<file path="src/rtl/trace_link_arbiter_pkg.sv">
// Shared constants and state encoding for the trace link arbiter and its picker.
package trace_link_arbiter_pkg;

    localparam int LEN_LSB_DEF = 22;
    localparam int LEN_W_DEF   = 8;
    localparam int CNT_W       = 32;

    typedef enum logic {
        ARB_IDLE = 1'b0,
        ARB_LOCK = 1'b1
    } arb_state_e;

endpackage

</file>
<file path="src/rtl/trace_link_arbiter_rr_pick.sv">
// Combinational round-robin picker: first requester at or after ptr+1, wrapping mod NUM_IN.
module trace_rr_pick #(
    parameter int NUM_IN = 4,
    parameter int PTR_W  = $clog2(NUM_IN)
) (
    input  logic [NUM_IN-1:0] req,
    input  logic [PTR_W-1:0]  ptr,
    output logic              gnt_val,
    output logic [PTR_W-1:0]  gnt_idx
);

    int idx;

    // Scan from the farthest candidate back to ptr+1 so the nearest requester wins.
    always_comb begin
        gnt_val = 1'b0;
        gnt_idx = '0;
        idx     = 0;
        for (int k = NUM_IN; k >= 1; k--) begin
            idx = (int'(ptr) + k) % NUM_IN;
            if (req[PTR_W'(idx)]) begin
                gnt_val = 1'b1;
                gnt_idx = PTR_W'(idx);
            end
        end
    end

endmodule

</file>
<file path="src/rtl/trace_link_arbiter.sv">
// Packet-atomic round-robin arbiter sharing one 64-bit val/yum trace link among NUM_IN taps.
// Optional saturating flit/stall counters are built when TRACE_ARB_STATS_EN is defined.
module trace_link_arbiter
    import trace_link_arbiter_pkg::*;
#(
    parameter int NUM_IN  = 4,
    parameter int LEN_LSB = LEN_LSB_DEF,
    parameter int LEN_W   = LEN_W_DEF,
    parameter int PTR_W   = $clog2(NUM_IN)
) (
    input  logic                    clk,
    input  logic                    rst_n,
    input  logic [NUM_IN*64-1:0]    din_msg,
    input  logic [NUM_IN-1:0]       din_val,
    output logic [NUM_IN-1:0]       din_yum,
    output logic [63:0]             dout_msg,
    output logic                    dout_val,
    input  logic                    dout_yum,
    output logic [NUM_IN*CNT_W-1:0] stat_flits,
    output logic [CNT_W-1:0]        stat_stall
);

    arb_state_e                state;
    logic [PTR_W-1:0]          ptr;
    logic [PTR_W-1:0]          lock_idx;
    logic [LEN_W-1:0]          remaining;
    logic [NUM_IN-1:0][63:0]   din_arr;
    logic                      pick_val;
    logic [PTR_W-1:0]          pick_idx;
    logic                      sel_act;
    logic [PTR_W-1:0]          sel_idx;
    logic                      xfer;
    logic [LEN_W-1:0]          hdr_len;

    assign din_arr = din_msg;

    trace_rr_pick #(.NUM_IN(NUM_IN), .PTR_W(PTR_W)) u_pick (
        .req     (din_val),
        .ptr     (ptr),
        .gnt_val (pick_val),
        .gnt_idx (pick_idx)
    );

    // While locked the owner stays selected even if it bubbles, so the link stalls.
    assign sel_act  = (state == ARB_LOCK) || pick_val;
    assign sel_idx  = (state == ARB_LOCK) ? lock_idx : pick_idx;
    assign dout_val = sel_act && din_val[sel_idx];
    assign dout_msg = sel_act ? din_arr[sel_idx] : 64'h0;
    assign xfer     = dout_val && dout_yum;
    assign hdr_len  = dout_msg[LEN_LSB +: LEN_W];

    always_comb begin
        din_yum = '0;
        if (xfer) din_yum[sel_idx] = 1'b1;
    end

    always_ff @(posedge clk or negedge rst_n) begin
        if (!rst_n) begin
            state     <= ARB_IDLE;
            ptr       <= PTR_W'(NUM_IN - 1);
            lock_idx  <= '0;
            remaining <= '0;
        end else if (xfer) begin
            case (state)
                ARB_IDLE: begin
                    if (hdr_len == '0) begin
                        ptr <= sel_idx;
                    end else begin
                        state     <= ARB_LOCK;
                        lock_idx  <= sel_idx;
                        remaining <= hdr_len;
                    end
                end
                ARB_LOCK: begin
                    remaining <= remaining - 1'b1;
                    if (remaining == LEN_W'(1)) begin
                        state <= ARB_IDLE;
                        ptr   <= lock_idx;
                    end
                end
                default: state <= ARB_IDLE;
            endcase
        end
    end

`ifdef TRACE_ARB_STATS_EN
    logic [CNT_W-1:0] flits_q [NUM_IN];
    logic [CNT_W-1:0] stall_q;

    for (genvar i = 0; i < NUM_IN; i++) begin : g_stat
        always_ff @(posedge clk or negedge rst_n) begin
            if (!rst_n)
                flits_q[i] <= '0;
            else if (din_yum[i] && (flits_q[i] != '1))
                flits_q[i] <= flits_q[i] + 1'b1;
        end
        assign stat_flits[i*CNT_W +: CNT_W] = flits_q[i];
    end

    always_ff @(posedge clk or negedge rst_n) begin
        if (!rst_n)
            stall_q <= '0;
        else if (dout_val && !dout_yum && (stall_q != '1))
            stall_q <= stall_q + 1'b1;
    end
    assign stat_stall = stall_q;
`else
    assign stat_flits = '0;
    assign stat_stall = '0;
`endif

endmodule

</file>
<file path="config.mk">
export PLATFORM = sky130hd
export DESIGN_NAME = trace_link_arbiter
export DESIGN_NICKNAME = d
export VERILOG_FILES = /design/src/rtl/trace_link_arbiter_pkg.sv /design/src/rtl/trace_link_arbiter_rr_pick.sv /design/src/rtl/trace_link_arbiter.sv
export SDC_FILE = /design/constraint.sdc
export NUM_CORES = 1
export LEC_CHECK = 0
export ABC_AREA = 1
export CORE_AREA = 3 3 188 190
export DETAILED_ROUTE_END_ITERATION = 7
export DIE_AREA = 0 0 191 193
export GPL_ROUTABILITY_DRIVEN = 1
export GPL_TIMING_DRIVEN = 0
export PLACE_DENSITY_LB_ADDON = 0.3
export SLEW_MARGIN = 20
export SYNTH_ARGS = -nofsm -noshare
export SYNTH_HDL_FRONTEND = slang
export SYNTH_SLANG_ARGS = --single-unit
</file>
<file path="constraint.sdc">
create_clock -name clk -period 6.7 [get_ports clk]
set_input_delay 0.67 -clock clk [delete_from_list [all_inputs] [get_ports clk]]
set_output_delay 0.67 -clock clk [all_outputs]
set_load 0.03 [all_outputs]
</file>
==> results.cfg, run 1 <==
[grt]
grt_pass1_vias = 5135
grt_max_degree = 14
antenna_found_initial = 2
grt-ovfl-total = 0
grt_usage_pct = 11.0
grt_pass1_wl_um = 31500

[timing]
max_slew_margin_pct = 54.7
fmax_ghz = 0.197
rsz0062_at_grt = no
drv_slew = 0
finalSetupViolCount = 0
finalCritPeriodShare_pct = 75.6
finalWorstSetupSlack_ps = 1630
clock_skew_ps = 1.17
hold_viol = 0
layout_min_cycle_time_ps = 5070
tightest_slew_ps = 679
setup-tns-final_ps = 0

[final_layout]
n_antenna_cell = 0
instances_no_fill = 1579
drive_above_1_share_pct = 17.9
layout.nets = 1397
area_delta_synth_final_pct = 114

[route]
dr.pass1.iters = 5
vias_per_cell = 3.56
vias = 5624
drt_wl_total_um = 23600
drc = 0
postRouteAntennaNets = 0
wl_per_cell_um = 15.0
drt_first_iter_violations = 199

[yosys]
mappedNetlistArea_um2 = 4000
ys_top_cells_by_area = buf_4 30%, a22oi_1 21%, nand2_1 13%
synth-seq-area-share_pct = 8.19
yosysWarnings = 0
synth_top_area_cell = buf_4
avgSynthCellArea_um2 = 6.28
synth_cell_types = 34
synthDominantCellAreaShare_pct = 30.2
syn_inst = 637
ys_ff_latch = 13

[critical_path]
startpoint = din_val[3]
cp.arrival_ps = 4400
cp_max_fo = 10
critPathCaptureType = output port
cpPeakStageDelay_ps = 740
critPathBufInv = 6
cp.required_ps = 6030
setup.worst_path.start_class = input port
slowest_stage = clkdlybuf4s50_1
crit_chain = clkdlybuf4s50_1, inv_1, o21ai_2, nand2_1, nand2_1, nand3_1, nand3_1, nand3_1, nand2_1, inv_2, nor2_1, buf_2, buf_1, a22oi_1, a21oi_1, clkdlybuf4s50_1
cp_top_family = buffers and inverters
path_class = in2out
worst_r2r_startpoint = ptr[0]$_DFFE_PN1P_

[placement]
portBuffers = 331
place_congestion = 0.767
place_inst = 1575
pre_cts_slack_ps = 1500
dp_hpwl_um = 20000

[outcome]
status = completed

[clock_tree]
htree_levels = 1
clk_pin_slew_ps = 40
clk_latency_ps = 250
cts-buffers-inserted = 3
cts_sinks = 13
cts-root-buf = clkbuf_16
postCtsResizedCells = 0
postCtsSetupBuffers = 0
cts_tree = yes
hold_buffers = 0
clock_path_buffers = 2

[power]
ir_worst_vdd_mv = 0.208
p_leak_nw = 4.04
cellPowerDensity_nw_per_um2 = 406
total_power_mw = 3.47

[floorplanning]
rows = 67
core_area_um2 = 33600
start_util_pct = 11.9
dieArea_um2 = 36900
ios = 492
die-width_um = 191
chipHeight_um = 193

[hold_path]
min-delay-start = lock_idx[0]$_DFFE_PN0P_
hold_class = reg2reg

[flow_run]
maxCapViolCount = 0
==> state kept, by name (all words and copies together), names as in the netlist <==
register	cells
state	1
remaining	8
lock_idx	2
ptr	2
==> placed cells by master (no fill, tap or decap), types with 2 or more instances in the layout <==
| master | count |
|---|---|
| nand3_4 | 2 |
| inv_1 | 25 |
| xor2_1 | 3 |
| clkdlybuf4s50_1 | 331 |
| or2_2 | 2 |
| nand2_1 | 139 |
| nand2_2 | 3 |
| nand3_1 | 34 |
| nor2_1 | 11 |
| buf_6 | 2 |
| o21ai_0 | 8 |
| a21oi_1 | 58 |
| buf_4 | 161 |
| dfstp_2 | 2 |
| nor4_1 | 2 |
| nor3_1 | 2 |
| clkbuf_1 | 18 |
| inv_2 | 5 |
| nand2_4 | 2 |
| dfrtp_1 | 11 |
| a22oi_1 | 112 |
| buf_1 | 5 |
| nor2_4 | 3 |
| conb_1 | 160 |
| buf_2 | 15 |
| ha_1 | 2 |
| clkbuf_16 | 3 |
| nand4_1 | 2 |
==> power by group <==
group	internal [mW]	switching (mW)	leakage [nW]	total, mW
registers	0.113	0.0338	0.158	0.147
logic	1.23	1.98	3.85	3.21
clock network	0.0803	0.0342	0.0382	0.115
total	1.42	2.05	4.04	3.47
==> synth_stat cells, drive strengths merged <==
master	number
buf	183
conb	1
xnor2	1
a22oi	112
o21ai	10
nor3	2
ha	2
a21oi	58
inv	30
nand4	2
clkbuf	17
and3	1
a21boi	2
dfrtp	11
xor2	3
dfstp	2
a31oi	1
nand3	36
or2	2
nor4	2
nand2	144
nor2	15
==> cells by family (layout without fill, tap and decap cells) <==
family / count (synthesis) / after routing / synth area share, %
buffers and inverters: 230 / 565 / 37.5
AND/OR/NAND/NOR: 204 / 204 / 22.6
AO/OA/AOI/OAI: 183 / 183 / 30.1
flip-flops: 13 / 13 / 8.19
XOR/XNOR: 4 / 4 / 0.875
adder cells (fa/ha/maj): 2 / 2 / 0.625
other: 1 / 160 / 0.0937
==> metrics by stage <==
stage          hold slack [ps]  util (%)  cell area, um^2
6_report                   465      25.4             8550
5_1_grt                    511      25.4             8550
4_1_cts                    471      25.4             8550
3_5_place_dp               459      25.2             8470
3_3_place_gp               450      25.2             8470
2_1_floorplan              374         -             4600
==> path summary, 6_finish.rpt <==
kind | to | slack, ps | cells after the start
max in group asynchronous | lock_idx[1]$_DFFE_PN0P_ | 5490 | 1
worst min-delay path | lock_idx[0]$_DFFE_PN0P_ | 460 | 2
worst max-delay path | dout_msg[49] | 1630 | 16
worst max register to register | remaining[2]$_DFFE_PN0P_ | 3800 | 19
worst min register to register | lock_idx[0]$_DFFE_PN0P_ | 460 | 2
min in group asynchronous | remaining[7]$_DFFE_PN0P_ | 810 | 1
==> metal layers <==
layer / up-vias / GRT usage [%] / part of all wire (%)
li1: 2862 / - / -
met1: 2459 / 13.6 / 39
met2: 282 / 20.1 / 52
met3: 17 / 1.88 / 8.2
met4: 4 / 1.81 / 1.1
met5: - / 0 / 0.097
==> worst min-delay path, stage by stage (launching register included) <==
cell,delay (ps)
dfrtp_1,330
nand2_1,50
nand2_1,50
==> layout make-up <==
| class | count | area, um^2 |
|---|---|---|
| fillers | 3709 | 25100 |
| well taps | 448 | 561 |
| plain buffers | 200 | 1390 |
| flip-flops and latches | 13 | 328 |
| clock buffers | 4 | 78.8 |
| inverters | 30 | 113 |
| multi-input cells | 553 | 2770 |
| repair buffers | 331 | 3310 |
No activity file was read; power rests on OpenSTA's default activity.
==> run 2, diff against run 1 <==
CORE_AREA = 3 3 189 191   (was 3 3 188 190)
DIE_AREA = 0 0 192 194   (was 0 0 191 193)
clock period = 5 ns   (was 6.7 ns; I/O delays follow)
==> results.cfg, run 2 (same netlist as run 1, synthesis figures left out) <==
[outcome]
status = completed

[placement]
dp_hpwl_um = 19800
pre_cts_slack_ps = 284
portBuffers = 331
placed_cell_area_um2 = 8480
place_congestion = 0.819

[clock_tree]
clk_pin_slew_ps = 40
htree_levels = 1
hold_buffers = 0
cts-buffers-inserted = 3
clock_path_buffers = 2
cts-root-buf = clkbuf_16
postCtsResizedCells = 0
cts_tree = yes
clk_latency_ps = 240
cts_sinks = 13
postCtsSetupBuffers = 0

[final_layout]
reg_top3 = remaining: 8 flops, lock_idx: 2 flops, ptr: 2 flops
final_util_pct = 25.0
n_antenna_cell = 0
layout_common_cells = 331 x clkdlybuf4s50_1, 161 x buf_4, 160 x conb_1
largest_reg_flops = 8
design_area_um2 = 8560
n_fill_cell = 3800
layout.nets = 1397
drive_above_1_share_pct = 17.9
largest_register = remaining
area_delta_synth_final_pct = 114
mostFrequentLayoutCell = clkdlybuf4s50_1

[grt]
antenna_found_initial = 5
grt-ovfl-total = 0
grt_pass1_wl_um = 32700
grt_pass1_vias = 5290
grt_max_degree = 14
grt_usage_pct = 11.2

[route]
vias = 5604
drc = 0
dr.pass1.iters = 4
drt_first_iter_violations = 167
vias_per_cell = 3.53
wl_per_cell_um = 14.7
drt_wl_total_um = 23300
postRouteAntennaNets = 0

[timing]
fmax_ghz = 0.215
hold_viol = 0
clock_skew_ps = 1.23
drv_slew = 0
layout_min_cycle_time_ps = 4650
setup-tns-final_ps = 0
rsz0062_at_grt = no
finalSetupViolCount = 0
finalWorstSetupSlack_ps = 350
finalCritPeriodShare_pct = 93.0
max_slew_margin_pct = 51.9
tightest_slew_ps = 722

[critical_path]
path_common_cell = nand2_1
crit_chain = clkdlybuf4s50_1, inv_1, nand2_1, nand3_1, nand2_1, inv_2, nand2_1, nand2_1, nand2_1, nand3_4, nand2_4, inv_1, nor2_1, buf_2, buf_1, a22oi_1, a21oi_1, clkdlybuf4s50_1
cpPeakStageDelay_ps = 750
path_class = in2out
cp_max_fo = 10
critPathCaptureType = output port
cp.required_ps = 4500
cp.arrival_ps = 4150
slowest_stage = clkdlybuf4s50_1
setup.worst_path.start_class = input port

[flow_run]
maxCapViolCount = 0

[power]
ir_worst_vdd_mv = 0.222
total_power_mw = 4.64
cellPowerDensity_nw_per_um2 = 542
p_leak_nw = 4.05

[floorplanning]
rows = 68
ios = 492
chipHeight_um = 194
dieArea_um2 = 37200
die-width_um = 192
core_area_um2 = 34300
start_util_pct = 11.7

[hold_path]
hold_class = reg2reg
## run 2: cell count changes in the layout (fill, tap and decap cells not counted), sizes merged
cell,delta
buf,-1
clkbuf,+1
## run 2: area by class of cell
type	count	area, um^2	share of cell area, %
buffer	200	1390	16.2
clock buffer	4	78.8	0.921
inverter	30	113	1.32
multi-input combinational	553	2770	32.4
sequential	13	328	3.83
tap	455	569	6.65
timing repair buffer	331	3310	38.7
## run 2: path summary, 6_finish.rpt
check | slack [ps] | endpoint | cells after the start | from
worst max register to register | 2220 | remaining[3]$_DFFE_PN0P_ | 19 | ptr[0]$_DFFE_PN1P_
worst max-delay path | 350 | dout_msg[30] | 18 | din_val[3]
max in group asynchronous | 3960 | lock_idx[1]$_DFFE_PN0P_ | 1 | rst_n
worst min register to register | 460 | lock_idx[0]$_DFFE_PN0P_ | 2 | lock_idx[0]$_DFFE_PN0P_
worst min-delay path | 460 | lock_idx[0]$_DFFE_PN0P_ | 2 | lock_idx[0]$_DFFE_PN0P_
min in group asynchronous | 640 | remaining[6]$_DFFE_PN0P_ | 1 | rst_n
## run 2: routing by layer
metal  up-vias  GRT usage, %  wire [um]
met3        26          2.48       2120
met5         -             0         55
met4        10          1.35        227
met2       265          20.9      11900
li1       2862             -          -
met1      2441          13.4       9070
## run 2: critical path: cells and delay by family
family,cells,cell delay (ps)
buffers and inverters,7,2280
and+or+nand+nor,9,930
AOI/OAI and AO/OA,2,410
## run 2: per-stage QoR
stage / cells / hold slack, ps
6_report: 1586 / 463
5_1_grt: 1586 / 488
4_1_cts: 1586 / 465
3_5_place_dp: 1582 / 454
3_3_place_gp: 1582 / 451
2_1_floorplan: 796 / 204
## run 2: where the power goes
part / internal, mW / switching (mW) / total, mW
registers: 0.152 / 0.0431 / 0.195
logic: 1.65 / 2.65 / 4.30
clock network: 0.107 / 0.0435 / 0.151
==> run 3, diff against run 2 <==
ABC_AREA = not set   (was 1)
SYNTH_HIERARCHICAL = 1   (was not set)
clock period = 4.77 ns   (was 5 ns; I/O delays follow)
==> results.cfg, run 3 <==
[clock_tree]
clock_path_buffers = 2
cts-root-buf = clkbuf_16
postCtsResizedCells = 0
clk_latency_ps = 250
htree_levels = 1
cts_tree = yes
cts_sinks = 13
hold_buffers = 0
cts-buffers-inserted = 3
clk_pin_slew_ps = 50
postCtsSetupBuffers = 0

[yosys]
synth_top_family_by_area = multiplexers
ys_top_cells_by_area = mux4_2 32%, buf_4 27%, nor2b_1 8.9%
synthMuxAreaShare_pct = 35.9
synthAdderAreaFrac_pct = 0.547
synth_compound_area_share_pct = 7.76
avgSynthCellArea_um2 = 9.74
synth-main-ff-cell = dfrtp_1
synth_cell_types = 62
mappedNetlistArea_um2 = 4580
synth_most_common_cell = buf_4
synth_top_cells_by_count = 162 x buf_4, 65 x mux4_2, 65 x nor2b_1
synth-seq-area-share_pct = 7.16
yosys.area_share.xor_xnor_pct = 0
syn_inst = 470
ys_ff_latch = 13
synth-edff-count = 0
synthSimpleGateAreaFrac_pct = 18.2
async_flop_share_pct = 100
synthDominantCellAreaShare_pct = 32.0
yosysWarnings = 6
synth_top_area_cell = mux4_2

[timing]
rsz0062_at_grt = no
fmax_ghz = 0.220
setup-tns-final_ps = 0
finalCritPeriodShare_pct = 95.1
tightest_slew_ps = 676
hold_viol = 0
layout_min_cycle_time_ps = 4540
drv_slew = 0
clock_skew_ps = 3.61
max_slew_margin_pct = 54.8
finalSetupViolCount = 0
holdWs_ps = 515

[critical_path]
cp.required_ps = 4290
critPathBufInv = 5
critPathCaptureType = output port
slowest_stage = clkdlybuf4s50_1
setup.worst_path.start_class = input port
cpPeakStageDelay_ps = 740
cp.arrival_ps = 4060
crit_chain = clkdlybuf4s50_1, and2b_1, a21oi_2, o221ai_2, buf_6, mux2i_4, buf_2, buf_2, mux4_2, nor2b_1, clkdlybuf4s50_1
path_class = in2out
cp_top_family = buffers and inverters
cp_max_fo = 10

[placement]
dp_hpwl_um = 22000
place_congestion = 0.790
portBuffers = 331

[final_layout]
mostFrequentLayoutCell = clkdlybuf4s50_1
multi_input_area_um2 = 3460
n_fill_cell = 3663
layout_common_cells = 331 x clkdlybuf4s50_1, 162 x buf_4, 160 x conb_1
area_delta_synth_final_pct = 100
layout.nets = 1231
largest_register = remaining
reg_top3 = remaining: 8 flops, lock_idx: 2 flops, ptr: 2 flops
seq_area_um2 = 328
largest_reg_flops = 8
drive_above_1_share_pct = 28.1

[grt]
use_met2_pct = 23.8
grt_pass1_vias = 5029
antenna_found_initial = 3
use_met3_pct = 2.02
grt_use_met1_pct = 14.6
grt_max_degree = 14
grt_pass1_wl_um = 34700
grt_usage_pct = 12.3
grt-ovfl-total = 0
top_usage_layer = met2

[route]
vias_per_cell = 3.55
drt_wl_total_um = 25200
drt_first_iter_violations = 288
postRouteAntennaNets = 0
vias = 5049
drc = 0
dr.pass1.iters = 6
wl_per_cell_um = 17.7

[floorplanning]
ios = 492
dieArea_um2 = 37200
chipHeight_um = 194
rows = 68
die-width_um = 192
start_util_pct = 13.4
core_area_um2 = 34300

[power]
cellPowerDensity_nw_per_um2 = 423
ir_worst_vdd_mv = 0.265
p_leak_nw = 3.93

[hold_path]
hold_class = reg2reg

[outcome]
status = completed

[flow_run]
maxCapViolCount = 0
==> run 3: changes by cell type in the layout (fill, tap and decap cells not counted), sizes merged, moves of 7 or more <==
| cell | change |
|---|---|
| nand2 | -130 |
| a22oi | -112 |
| mux4 | +65 |
| nor2b | +65 |
| a21oi | -54 |
| nand3 | -29 |
| inv | -25 |
| clkbuf | -10 |
| mux2i | +9 |
| o21ai | -8 |
| mux2 | +7 |
| nor2 | -7 |
| nor4 | +7 |
==> run 3: final cells by class <==
type | count | share of cell area [%]
Multi-Input combinational cell | 422 | 37.8
Timing Repair Buffer | 332 | 36.3
Buffer | 189 | 14.9
Tap cell | 455 | 6.22
Sequential cell | 13 | 3.58
Clock buffer | 4 | 0.861
Inverter | 5 | 0.205
Antenna cell | 2 | 0.0546
==> run 3: final timing paths <==
kind / from / cells after the start / slack (ps) / end
worst min register to register: remaining[4]$_DFFE_PN0P_ / 1 / 520 / remaining[4]$_DFFE_PN0P_
min in group asynchronous: rst_n / 1 / 640 / remaining[6]$_DFFE_PN0P_
worst max-delay path: din_val[2] / 11 / 230 / dout_msg[35]
worst min-delay path: remaining[4]$_DFFE_PN0P_ / 1 / 520 / remaining[4]$_DFFE_PN0P_
worst max register to register: ptr[1]$_DFFE_PN1P_ / 8 / 1830 / lock_idx[1]$_DFFE_PN0P_
max in group asynchronous: rst_n / 1 / 3690 / lock_idx[1]$_DFFE_PN0P_
==> run 3: cells by family after synthesis <==
logic type,count (synthesis)
flip-flops,13
multiplexers,81
AND/OR/NAND/NOR,139
buffers and inverters,194
other,1
adder cells (fa/ha/maj),2
AO/OA/AOI/OAI,40
==> run 3: report_power, final <==
group	switching (mW)	leakage, nW	total, mW	internal, mW
clock	0.0523	0.0382	0.166	0.113
combinational	1.88	3.75	3.52	1.64
sequential	0.0439	0.137	0.189	0.145
==> run 3: metrics by stage <==
| step | std cells | setup slack (ps) | utilization (%) | instance area [um^2] | power (mW) |
|---|---|---|---|---|---|
| after floorplan | 629 | 1870 | - | 5170 | 2.41 |
| after global placement | 1415 | 87.8 | 26.4 | 9060 | 3.75 |
| after detailed placement | 1416 | 105 | 26.5 | 9070 | 3.75 |
| after CTS | 1420 | 94.9 | 26.7 | 9150 | 3.94 |
| after global routing | 1422 | 27.5 | 26.7 | 9160 | 4.09 |
| final | 1422 | 233 | 26.7 | 9160 | 3.88 |
==> run 3: worst reg2reg max path, cell delays in order (launching register included) <==
cell	delay, ps
dfstp_2	570
a31oi_1	90
a21oi_1	370
buf_2	360
nor3_1	80
o21ai_1	310
nand3_2	310
nor3_2	350
mux2_2	370
==> run 3: layer usage <==
| layer | wire length [um] | part of all wire (%) |
|---|---|---|
| met5 | 0 | 0 |
| met3 | 2060 | 8.2 |
| met4 | 49 | 0.19 |
| met2 | 13600 | 54 |
| met1 | 9440 | 38 |
